===== config.mk =====
export PLATFORM = sky130hd
export DESIGN_NAME = axi4s_divider
export DESIGN_NICKNAME = d
export VERILOG_FILES = /design/src/rtl/axi4s_divider_pkg.sv /design/src/rtl/axi4s_divider_shift_and_subtract.sv /design/src/rtl/axi4s_divider.sv
export SDC_FILE = /design/constraint.sdc
export NUM_CORES = 1
export LEC_CHECK = 0
export CORE_UTILIZATION = 60
export CTS_BUF_LIST = sky130_fd_sc_hd__clkbuf_16
export DETAILED_ROUTE_END_ITERATION = 6
export HOLD_SLACK_MARGIN = 0.12
export MAX_ROUTING_LAYER = met4
export PLACE_DENSITY = 0.82
export SYNTH_ARGS = -nofsm -noshare
export SYNTH_HDL_FRONTEND = slang
export SYNTH_SLANG_ARGS = --single-unit

===== constraint.sdc =====
create_clock -name clk -period 18.5 [get_ports clk]
set_clock_uncertainty 0.15 [all_clocks]
set_input_delay 2.775 -clock clk [delete_from_list [all_inputs] [get_ports clk]]
set_output_delay 2.775 -clock clk [all_outputs]
set_load 0.01 [all_outputs]

===== src/rtl/axi4s_divider_pkg.sv =====
// Shared encodings and saturation constants for the stream divider datapath.
package axi4s_divider_pkg;

   typedef enum logic [1:0] {
      COLLECT = 2'd0,
      SETUP   = 2'd1,
      DIV     = 2'd2,
      DONE    = 2'd3
   } div_state_e;

   // Largest positive Q1.(w-1) value, returned in a 64-bit container (w <= 64).
   function automatic logic [63:0] q_max(input int unsigned w);
      q_max = (64'd1 << (w - 1)) - 64'd1;
   endfunction

   // Most negative Q1.(w-1) value (-1.0), returned in a 64-bit container.
   function automatic logic [63:0] q_min(input int unsigned w);
      q_min = 64'd1 << (w - 1);
   endfunction

endpackage


===== src/rtl/axi4s_divider_shift_and_subtract.sv =====
// Restoring shift-and-subtract magnitude divider. The first iteration runs
// on the load edge, so WIDTH-1 quotient bits take WIDTH-1 edges in total.
// Requires dividend_mag < divisor_mag.
module shift_and_subtract_divider #(
   parameter int WIDTH = 16
) (
   input  logic             clk,
   input  logic             reset_n,
   input  logic [WIDTH-1:0] dividend_mag,
   input  logic [WIDTH-1:0] divisor_mag,
   input  logic             input_valid,
   output logic [WIDTH-1:0] quotient_mag,
   output logic             ready
);

   localparam int CW = $clog2(WIDTH);
   localparam logic [CW-1:0] CNT_LOAD = CW'(WIDTH - 2);
   localparam logic [CW-1:0] CNT_LAST = CW'(1);

   logic [WIDTH:0]   rem;
   logic [WIDTH:0]   div_q;
   logic [WIDTH-1:0] quot;
   logic [CW-1:0]    count;
   logic             busy;

   logic [WIDTH:0]   rem_src;
   logic [WIDTH:0]   div_src;
   logic [WIDTH:0]   rem_shl;
   logic [WIDTH:0]   rem_next;
   logic             q_bit;

   // One restoring step, fed from the ports on load or from the registers otherwise.
   always_comb begin
      rem_src  = input_valid ? {1'b0, dividend_mag} : rem;
      div_src  = input_valid ? {1'b0, divisor_mag} : div_q;
      rem_shl  = rem_src << 1;
      q_bit    = (rem_shl >= div_src);
      rem_next = q_bit ? (rem_shl - div_src) : rem_shl;
   end

   // Iteration registers with a down-counter of remaining steps; ready pulses once.
   always_ff @(posedge clk or negedge reset_n) begin
      if (!reset_n) begin
         rem   <= '0;
         div_q <= '0;
         quot  <= '0;
         count <= '0;
         busy  <= 1'b0;
         ready <= 1'b0;
      end else begin
         ready <= 1'b0;
         if (input_valid) begin
            rem   <= rem_next;
            div_q <= div_src;
            quot  <= {{(WIDTH-1){1'b0}}, q_bit};
            count <= CNT_LOAD;
            busy  <= 1'b1;
         end else if (busy) begin
            rem   <= rem_next;
            quot  <= {quot[WIDTH-2:0], q_bit};
            count <= count - 1'b1;
            if (count == CNT_LAST) begin
               busy  <= 1'b0;
               ready <= 1'b1;
            end
         end
      end
   end

   assign quotient_mag = quot;

endmodule


===== src/rtl/axi4s_divider.sv =====
// AXI4-Stream Q1.(W-1) fixed-point divider with saturation flag.
//
// state   | meaning
// --------+----------------------------------------------------------
// COLLECT | gather dividend/divisor, wait for a free output register
// SETUP   | take signs/magnitudes, decide saturation or start divider
// DIV     | magnitude loop running in the sub-module
// DONE    | load result into the master register, reopen the slaves
module axi4s_divider
   import axi4s_divider_pkg::*;
#(
   parameter int DATA_BYTES = 2
) (
   input  logic                    clk,
   input  logic                    reset_n,
   input  logic                    tvalid_slave_1,
   input  logic [8*DATA_BYTES-1:0] tdata_slave_1,
   output logic                    tready_slave_1,
   input  logic                    tvalid_slave_2,
   input  logic [8*DATA_BYTES-1:0] tdata_slave_2,
   output logic                    tready_slave_2,
   output logic                    tvalid_master,
   output logic [8*DATA_BYTES-1:0] tdata_master,
   output logic                    tuser_master,
   input  logic                    tready_master
);

   localparam int W = 8 * DATA_BYTES;
   localparam logic [63:0] Q_MAX_L = q_max(W);
   localparam logic [63:0] Q_MIN_L = q_min(W);
   localparam logic [W-1:0] Q_MAX = Q_MAX_L[W-1:0];
   localparam logic [W-1:0] Q_MIN = Q_MIN_L[W-1:0];

   div_state_e     state, state_next;
   logic [W-1:0]   a_q, b_q;
   logic           have_a, have_b;
   logic           have_a_nxt, have_b_nxt;
   logic           sign_q, sat_q;
   logic           hs_a, hs_b;
   logic           start;
   logic [W-1:0]   mag_a, mag_b;
   logic           sat_now;
   logic [W-1:0]   quot_mag;
   logic           div_ready;
   logic [W-1:0]   result;

   assign hs_a = tvalid_slave_1 & tready_slave_1;
   assign hs_b = tvalid_slave_2 & tready_slave_2;
   assign have_a_nxt = (state == DONE) ? 1'b0 : (have_a | hs_a);
   assign have_b_nxt = (state == DONE) ? 1'b0 : (have_b | hs_b);

   // Magnitudes and saturation test on the latched operands; |-1.0| fits as unsigned.
   always_comb begin
      mag_a   = a_q[W-1] ? (~a_q + 1'b1) : a_q;
      mag_b   = b_q[W-1] ? (~b_q + 1'b1) : b_q;
      sat_now = (mag_b == '0) || (mag_a >= mag_b);
      if (sat_q) result = sign_q ? Q_MIN : Q_MAX;
      else       result = sign_q ? (~quot_mag + 1'b1) : quot_mag;
   end

   // Next-state logic; an operand arriving this cycle counts as already held.
   always_comb begin
      state_next = state;
      start      = 1'b0;
      case (state)
         COLLECT: if ((have_a | hs_a) && (have_b | hs_b) &&
                      (!tvalid_master || tready_master))
                     state_next = SETUP;
         SETUP: begin
            if (sat_now) begin
               state_next = DONE;
            end else begin
               start      = 1'b1;
               state_next = DIV;
            end
         end
         DIV:     if (div_ready) state_next = DONE;
         DONE:    state_next = COLLECT;
         default: state_next = COLLECT;
      endcase
   end

   // State register.
   always_ff @(posedge clk or negedge reset_n) begin
      if (!reset_n) state <= COLLECT;
      else          state <= state_next;
   end

   // Operand capture; each slave is ready exactly while its operand slot is empty.
   always_ff @(posedge clk or negedge reset_n) begin
      if (!reset_n) begin
         a_q            <= '0;
         b_q            <= '0;
         have_a         <= 1'b0;
         have_b         <= 1'b0;
         tready_slave_1 <= 1'b0;
         tready_slave_2 <= 1'b0;
      end else begin
         if (hs_a) a_q <= tdata_slave_1;
         if (hs_b) b_q <= tdata_slave_2;
         have_a         <= have_a_nxt;
         have_b         <= have_b_nxt;
         tready_slave_1 <= !have_a_nxt;
         tready_slave_2 <= !have_b_nxt;
      end
   end

   // Sign and saturation decision; divide-by-zero follows the dividend sign.
   always_ff @(posedge clk or negedge reset_n) begin
      if (!reset_n) begin
         sign_q <= 1'b0;
         sat_q  <= 1'b0;
      end else if (state == SETUP) begin
         sign_q <= (mag_b == '0) ? a_q[W-1] : (a_q[W-1] ^ b_q[W-1]);
         sat_q  <= sat_now;
      end
   end

   // Master output register: loaded in DONE, held until the downstream handshake.
   always_ff @(posedge clk or negedge reset_n) begin
      if (!reset_n) begin
         tvalid_master <= 1'b0;
         tdata_master  <= '0;
         tuser_master  <= 1'b0;
      end else if (state == DONE) begin
         tvalid_master <= 1'b1;
         tdata_master  <= result;
         tuser_master  <= sat_q;
      end else if (tready_master) begin
         tvalid_master <= 1'b0;
      end
   end

   shift_and_subtract_divider #(.WIDTH(W)) u_sas (
      .clk          (clk),
      .reset_n      (reset_n),
      .dividend_mag (mag_a),
      .divisor_mag  (mag_b),
      .input_valid  (start),
      .quotient_mag (quot_mag),
      .ready        (div_ready)
   );

endmodule


==> run summary, run 1 <==
outcome = finished, violations left
failing checks = DRC
Slew Limit Fails = 0
CP max stage delay = 0.62 ns
fin crit share = 0.3909
CTS tree = built
CP Data Required Time = 18.69 ns
GRT busiest layer = met2
crit path buf inv count = 1
H-tree depth = 4
Die Width = 111.8 um
Critical Path AT = 7.43 ns
share of cells above drive strength 1 = 0.1264
RD Place Congestion = 0.9417
clk sinks = 113
DRT antenna net count = 0
Top FF cell, synth = dfrtp_1
setup TNS = 0 ns
FP Rows = 39
CP Class = reg2reg
syn_nets = 841
syn_area_per_cell = 9.514 um^2
type of the most critical hold path = reg2reg
Layout Area Growth over Synthesis = 17.25%
Max-cap violations = 0
Top Ports = 57
critical path capture point type = flop
DP Cell Count = 926
hold buffers post-CTS = 0
Mapped Cells = 760
M2 GR Usage = 0.4749
first-pass GRT wire length = 28470 um
Syn Std Cell Area = 7231 um^2
Setup violations, final = 0
sequential share of the synthesized area = 0.3911
die area = 12490 um^2
CP top delay family = compound AO/OA/AOI/OAI gates
synthesized flop and latch total = 113
starting density of the core = 0.6252
clock tree root buffer cell = clkbuf_16
Post-Layout Cell Count = 958
Total GRT Usage = 0.2996
Reg clk slew, reported paths = 0.06 ns
Clock Latency Late Sink = 0.42 ns
Antenna diodes = 0
Core Util, Final = 0.7331
number of synthesis warnings = 0
clk buf depth = 2
iteration count of the initial detailed-routing pass = 7
Final Hold Viols = 0
fmax = 138.3 MHz
Global Route met1 Usage = 0.3618
EDFF count, synth = 0
Synth top area share = 0.3911
measured slew at the worst slew-check pin = 1.072 ns
vias in the first global route = 5805
Synth area leaders = dfrtp_1, mux2_2, ha_1
Multi-input gate area = 4040 um^2
Yosys top cell by area = dfrtp_1
IO buf count = 56
Placed Area = 7838 um^2
worst rel slew slack = 0.2852
Crit path top cell by count = ha_1
met3 usage = 0.07131
Post-synth ARST share = 1.000
Initial DRC Count = 416
Worst setup SP type = flop
DR vias/cell = 6.156
core area = 11560 um^2
count of different cell masters after synthesis = 62
most numerous cell in the Yosys netlist = dfrtp_1
crit path max-delay cell type = o21ai_4
grt total ovfl = 0
WL/cell = 17.68 um
Tmin final = 7.233 ns
Die Span Y = 111.8 um
Post-Layout Inst Area = 8478 um^2
DP HPWL = 11960 um
Post-CTS Resized = 0
total setup buffers inserted after CTS = 0
Commonest cells post-synth = dfrtp_1, nor2_1, a21oi_1
vias = 5897
nets = 883
cts bufs inserted = 17
DRC = 4
worst-path maximum fanout = 68
CP cell instances = or3_1 > or4_1 > o211a_1 > ha_1 > a2111oi_0 > nor3_1 > a211oi_1 > o211ai_1 > nor2_4 > buf_4 > mux2_2 > ha_1 > and4_1 > nand3_1 > o21ai_0 > a31oi_4 > o21ai_4 > mux2_4 > a21oi_1
initial antenna violation count = 0
final WL = 16940 um
RSZ-0062 raised after global routing = false
largest net degree at the start of global routing = 84
Fillers = 844
FF+latch area = 2828 um^2
sequential cells by signal, summed over array words and instances, names as in the netlist, 2 cells and up:
| signal | cells |
|---|---|
| u_sas.quotient_mag | 16 |
| a_q | 16 |
| b_q | 16 |
| u_sas.count | 4 |
| u_sas.div_q | 17 |
| state | 2 |
| tdata_master | 16 |
| u_sas.rem | 16 |
stage by stage:
step                hold WS, ns  setup slack, ns
floorplan                0.2960            12.22
global placement         0.3108            11.58
detailed placement       0.3257            11.44
CTS                      0.3508            11.41
global route             0.3844            10.86
finish                   0.3455            11.27
layer usage:
metal | up-vias | wire [um]
li1 | 2798 | -
met1 | 2812 | 7190
met2 | 243 | 8153
met3 | 44 | 978
met4 | 0 | 612
met5 | - | 0
final cells by class:
type / instances / area share
sequential: 113 / 0.3335
tap: 143 / 0.02110
timing repair buffer: 59 / 0.06848
clock inverter: 15 / 0.02538
clock buffer: 17 / 0.05018
inverter: 56 / 0.02479
multi-input combinational: 555 / 0.4765
layout by cell type (no fill, tap or decap), types with 6 or more instances in the layout:
cell             count
dfrtp_1            113
nor2_1              81
a21oi_1             65
inv_1               55
clkdlybuf4s50_1     55
mux2_2              51
ha_1                43
nand2_1             38
o21ai_0             36
mux2i_1             33
xnor2_1             30
clkbuf_16           17
nor3_1              16
or3_1               14
o221ai_1            14
nor2b_1             13
xor2_1              10
nand2b_1            10
o31ai_1              9
a21o_1               8
or2_2                8
nand3_1              6
worst register-to-register path, cell delays in order (launching register included):
cell       delay [ns]
dfrtp_1          0.46
or3_1            0.54
or4_1            0.49
o211a_1          0.21
ha_1             0.35
a2111oi_0        0.49
nor3_1           0.12
a211oi_1         0.30
o211ai_1         0.27
nor2_4           0.15
buf_4            0.57
mux2_2           0.45
ha_1             0.40
and4_1           0.28
nand3_1          0.11
o21ai_0          0.51
a31oi_4          0.20
o21ai_4          0.62
mux2_4           0.35
a21oi_1          0.13
final timing paths:
| path | start | endpoint | slack, ns | depth (start not counted) |
|---|---|---|---|---|
| worst max-delay path | b_q[0]$_DFFE_PN0P_ | u_sas.rem[1]$_DFFE_PN0P_ | 11.27 | 19 |
| worst min-delay path | u_sas.rem[9]$_DFFE_PN0P_ | u_sas.rem[9]$_DFFE_PN0P_ | 0.35 | 2 |
| worst max register to register | b_q[0]$_DFFE_PN0P_ | u_sas.rem[1]$_DFFE_PN0P_ | 11.27 | 19 |
| worst min register to register | u_sas.rem[9]$_DFFE_PN0P_ | u_sas.rem[9]$_DFFE_PN0P_ | 0.35 | 2 |
| max in group asynchronous | reset_n | u_sas.div_q[6]$_DFFE_PN0N_ | 14.70 | 2 |
| min in group asynchronous | reset_n | b_q[6]$_DFFE_PN0P_ | 2.13 | 1 |
logic make-up after synthesis:
family                     count (synthesis)  share of synthesized area
AOI/OAI and AO/OA                        175                     0.1602
muxes                                     85                     0.1272
and+or+nand+nor                          211                     0.1447
xor gates and xnor gates                  40                    0.04845
buffers and inverters                     92                    0.05122
adders and majority gates                 44                    0.07718
DFF                                      113                     0.3911
Power of run 1 is left out: the tool's default activity adds up to more than one toggle a clock period on the data nets, which glitch-free logic cannot reach.
==> run 2, diff against run 1 <==
--- a/config.mk
+++ b/config.mk
@@ -5,12 +5,12 @@
 export SDC_FILE = /design/constraint.sdc
 export NUM_CORES = 1
 export LEC_CHECK = 0
-export CORE_UTILIZATION = 60
+export CORE_UTILIZATION = 59
 export CTS_BUF_LIST = sky130_fd_sc_hd__clkbuf_16
 export DETAILED_ROUTE_END_ITERATION = 6
 export HOLD_SLACK_MARGIN = 0.12
 export MAX_ROUTING_LAYER = met4
-export PLACE_DENSITY = 0.82
+export PLACE_DENSITY = 0.81
 export SYNTH_ARGS = -nofsm -noshare
 export SYNTH_HDL_FRONTEND = slang
 export SYNTH_SLANG_ARGS = --single-unit
==> constraint.sdc (replaced) <==
create_clock -name clk -period 7.3 [get_ports clk]
set_clock_uncertainty 0.15 [all_clocks]
set_input_delay 1.095 -clock clk [delete_from_list [all_inputs] [get_ports clk]]
set_output_delay 1.095 -clock clk [all_outputs]
set_load 0.01 [all_outputs]
==> run 2 against run 1 <==
  * The flow now finishes without violations
  * Highest routed layer unchanged
  * Sequential share of layout area is essentially flat
  * Die area grew 1.7%
  * Hold slack gained 0.0010 ns
  * Non-clock buffer count grew 3
  * Cell count grew 0.63%
  * Flip-flop and latch count is the same
  * Global-route usage grew 0.074 points
==> run summary, run 2 (same netlist as run 1, synthesis figures left out) <==
outcome = finished clean (was finished, violations left)
share of cells above drive strength 1 = 0.1297 (was 0.1264)
DP HPWL = 12320 um (was 11960 um)
RSZ-0062 raised after global routing = false (unchanged)
iteration count of the initial detailed-routing pass = 5 (was 7)
Die Span Y = 112.7 um (was 111.8 um)
DRT antenna net count = 0 (unchanged)
nets = 886 (was 883)
measured slew at the worst slew-check pin = 1.044 ns (was 1.072 ns)
Top Ports = 57 (unchanged)
Largest register FFs = 17 (unchanged)
vias = 5928 (was 5897)
R2R depth = 22 (was 19)
RD Place Congestion = 0.9488 (was 0.9417)
Die Width = 112.7 um (was 111.8 um)
initial antenna violation count = 0 (unchanged)
critical path capture point type = flop (unchanged)
total setup buffers inserted after CTS = 0 (unchanged)
Worst setup SP type = flop (unchanged)
CP Class = reg2reg (unchanged)
vias in the first global route = 5776 (was 5805)
setup TNS = 0 ns (unchanged)
hold buffers post-CTS = 0 (unchanged)
Clock Latency Late Sink = 0.42 ns (about the same)
WL/cell = 17.71 um (was 17.68 um)
commonest non-fill, non-tap cell in the layout = dfrtp_1 (unchanged)
Post-CTS Resized = 0 (unchanged)
worst rel slew slack = 0.3037 (was 0.2852)
fin crit share = 0.9385 (was 0.3909)
CP Data Required Time = 7.42 ns (was 18.69 ns)
cts bufs inserted = 17 (unchanged)
Placed Area = 7878 um^2 (was 7838 um^2)
Initial DRC Count = 501 (was 416)
Tmin final = 6.851 ns (was 7.233 ns)
Slew Limit Fails = 0 (unchanged)
most frequent cells in the layout = dfrtp_1, nor2_1, a21oi_1, inv_1, clkdlybuf4s50_1 (unchanged)
final WL = 17070 um (was 16940 um)
Setup violations, final = 0 (unchanged)
first-pass GRT wire length = 28810 um (was 28470 um)
DP Cell Count = 933 (was 926)
fmax = 146.0 MHz (was 138.3 MHz)
Core Util, Final = 0.7087 (was 0.7331)
Max-cap violations = 0 (unchanged)
largest net degree at the start of global routing = 63 (was 84)
FP Rows = 40 (was 39)
die area = 12700 um^2 (was 12490 um^2)
Reg clk slew, reported paths = 0.06 ns (about the same)
Layout Area Growth over Synthesis = 17.23% (was 17.25%)
worst-path maximum fanout = 21 (was 68)
CTS tree = built (unchanged)
DRC = 0 (was 4)
Total GRT Usage = 0.3003 (was 0.2996)
Hold Crit Depth = 1 (was 2)
Final Hold Viols = 0 (unchanged)
starting density of the core = 0.6045 (was 0.6252)
H-tree depth = 4 (unchanged)
most flop-heavy register = u_sas.div_q (unchanged)
Post-Layout Inst Area = 8477 um^2 (was 8478 um^2)
IO buf count = 56 (unchanged)
DR vias/cell = 6.149 (was 6.156)
Critical Path AT = 6.97 ns (was 7.43 ns)
Post-Layout Cell Count = 964 (was 958)
Antenna diodes = 0 (unchanged)
type of the most critical hold path = reg2reg (unchanged)
clock tree root buffer cell = clkbuf_16 (unchanged)
clk buf depth = 2 (unchanged)
clk sinks = 113 (unchanged)
grt total ovfl = 0 (unchanged)
core area = 11960 um^2 (was 11560 um^2)
run 2: cell count changes in the layout (fill, tap and decap cells not counted):
cell        delta
clkinv_2       +4
o21ai_1        +1
inv_6          -1
clkinv_4       -3
clkinvlp_4     +1
inv_1          +2
clkinv_1       -3
buf_4          +2
buf_12         +1
bufinv_16      -1
o21ai_0        -1
run 2: cell type report:
class,instances,area (um^2)
Clock buffer,17,425.4
Clock inverter,14,173.9
Fill cell,920,3485
Inverter,56,210.2
Multi-Input combinational cell,555,4040
Sequential cell,113,2828
Tap cell,147,183.9
Timing Repair Buffer,62,615.6
run 2: final timing paths:
check	slack (ns)	end	startpoint
worst max register to register	0.45	u_sas.rem[7]$_DFFE_PN0P_	b_q[0]$_DFFE_PN0P_
worst max-delay path	0.45	u_sas.rem[7]$_DFFE_PN0P_	b_q[0]$_DFFE_PN0P_
max in group asynchronous	5.21	u_sas.count[2]$_DFFE_PN0P_	reset_n
worst min register to register	0.35	tdata_master[14]$_DFFE_PN0P_	tdata_master[14]$_DFFE_PN0P_
min in group asynchronous	0.55	b_q[4]$_DFFE_PN0P_	reset_n
worst min-delay path	0.35	tdata_master[14]$_DFFE_PN0P_	tdata_master[14]$_DFFE_PN0P_
run 2: per-stage QoR:
stage          setup slack, ns  hold WS [ns]
3_5_place_dp            0.4605        0.3287
5_1_grt                0.01378        0.3685
6_report                0.4490        0.3465
4_1_cts                 0.4160        0.3581
3_3_place_gp            0.7172        0.3088
2_1_floorplan            1.023        0.2960
run 2: worst max-delay path, stage by stage (launching register included):
cell,delay [ns]
dfrtp_1,0.45
or3_1,0.52
o311ai_0,0.47
o211a_1,0.26
ha_1,0.26
a2111oi_0,0.41
o21ai_0,0.17
a211oi_1,0.27
o211ai_1,0.29
nor2_4,0.51
mux2_2,0.42
ha_1,0.39
a21o_1,0.14
a21o_1,0.11
a21oi_1,0.08
o21bai_1,0.20
a21oi_1,0.11
o21ai_1,0.26
a31oi_4,0.17
o21ai_4,0.52
buf_4,0.25
mux2i_1,0.17
o21ai_0,0.11
run 2: layer usage:
layer  vias up  global-route usage  part of all wire
li1       2798                   -                 -
met1      2869              0.3714              0.43
met2       208              0.4848              0.49
met3        53             0.04821             0.046
met4         0              0.1404             0.031
met5         -                   -                 0
Power of run 2 is left out for the same reason.
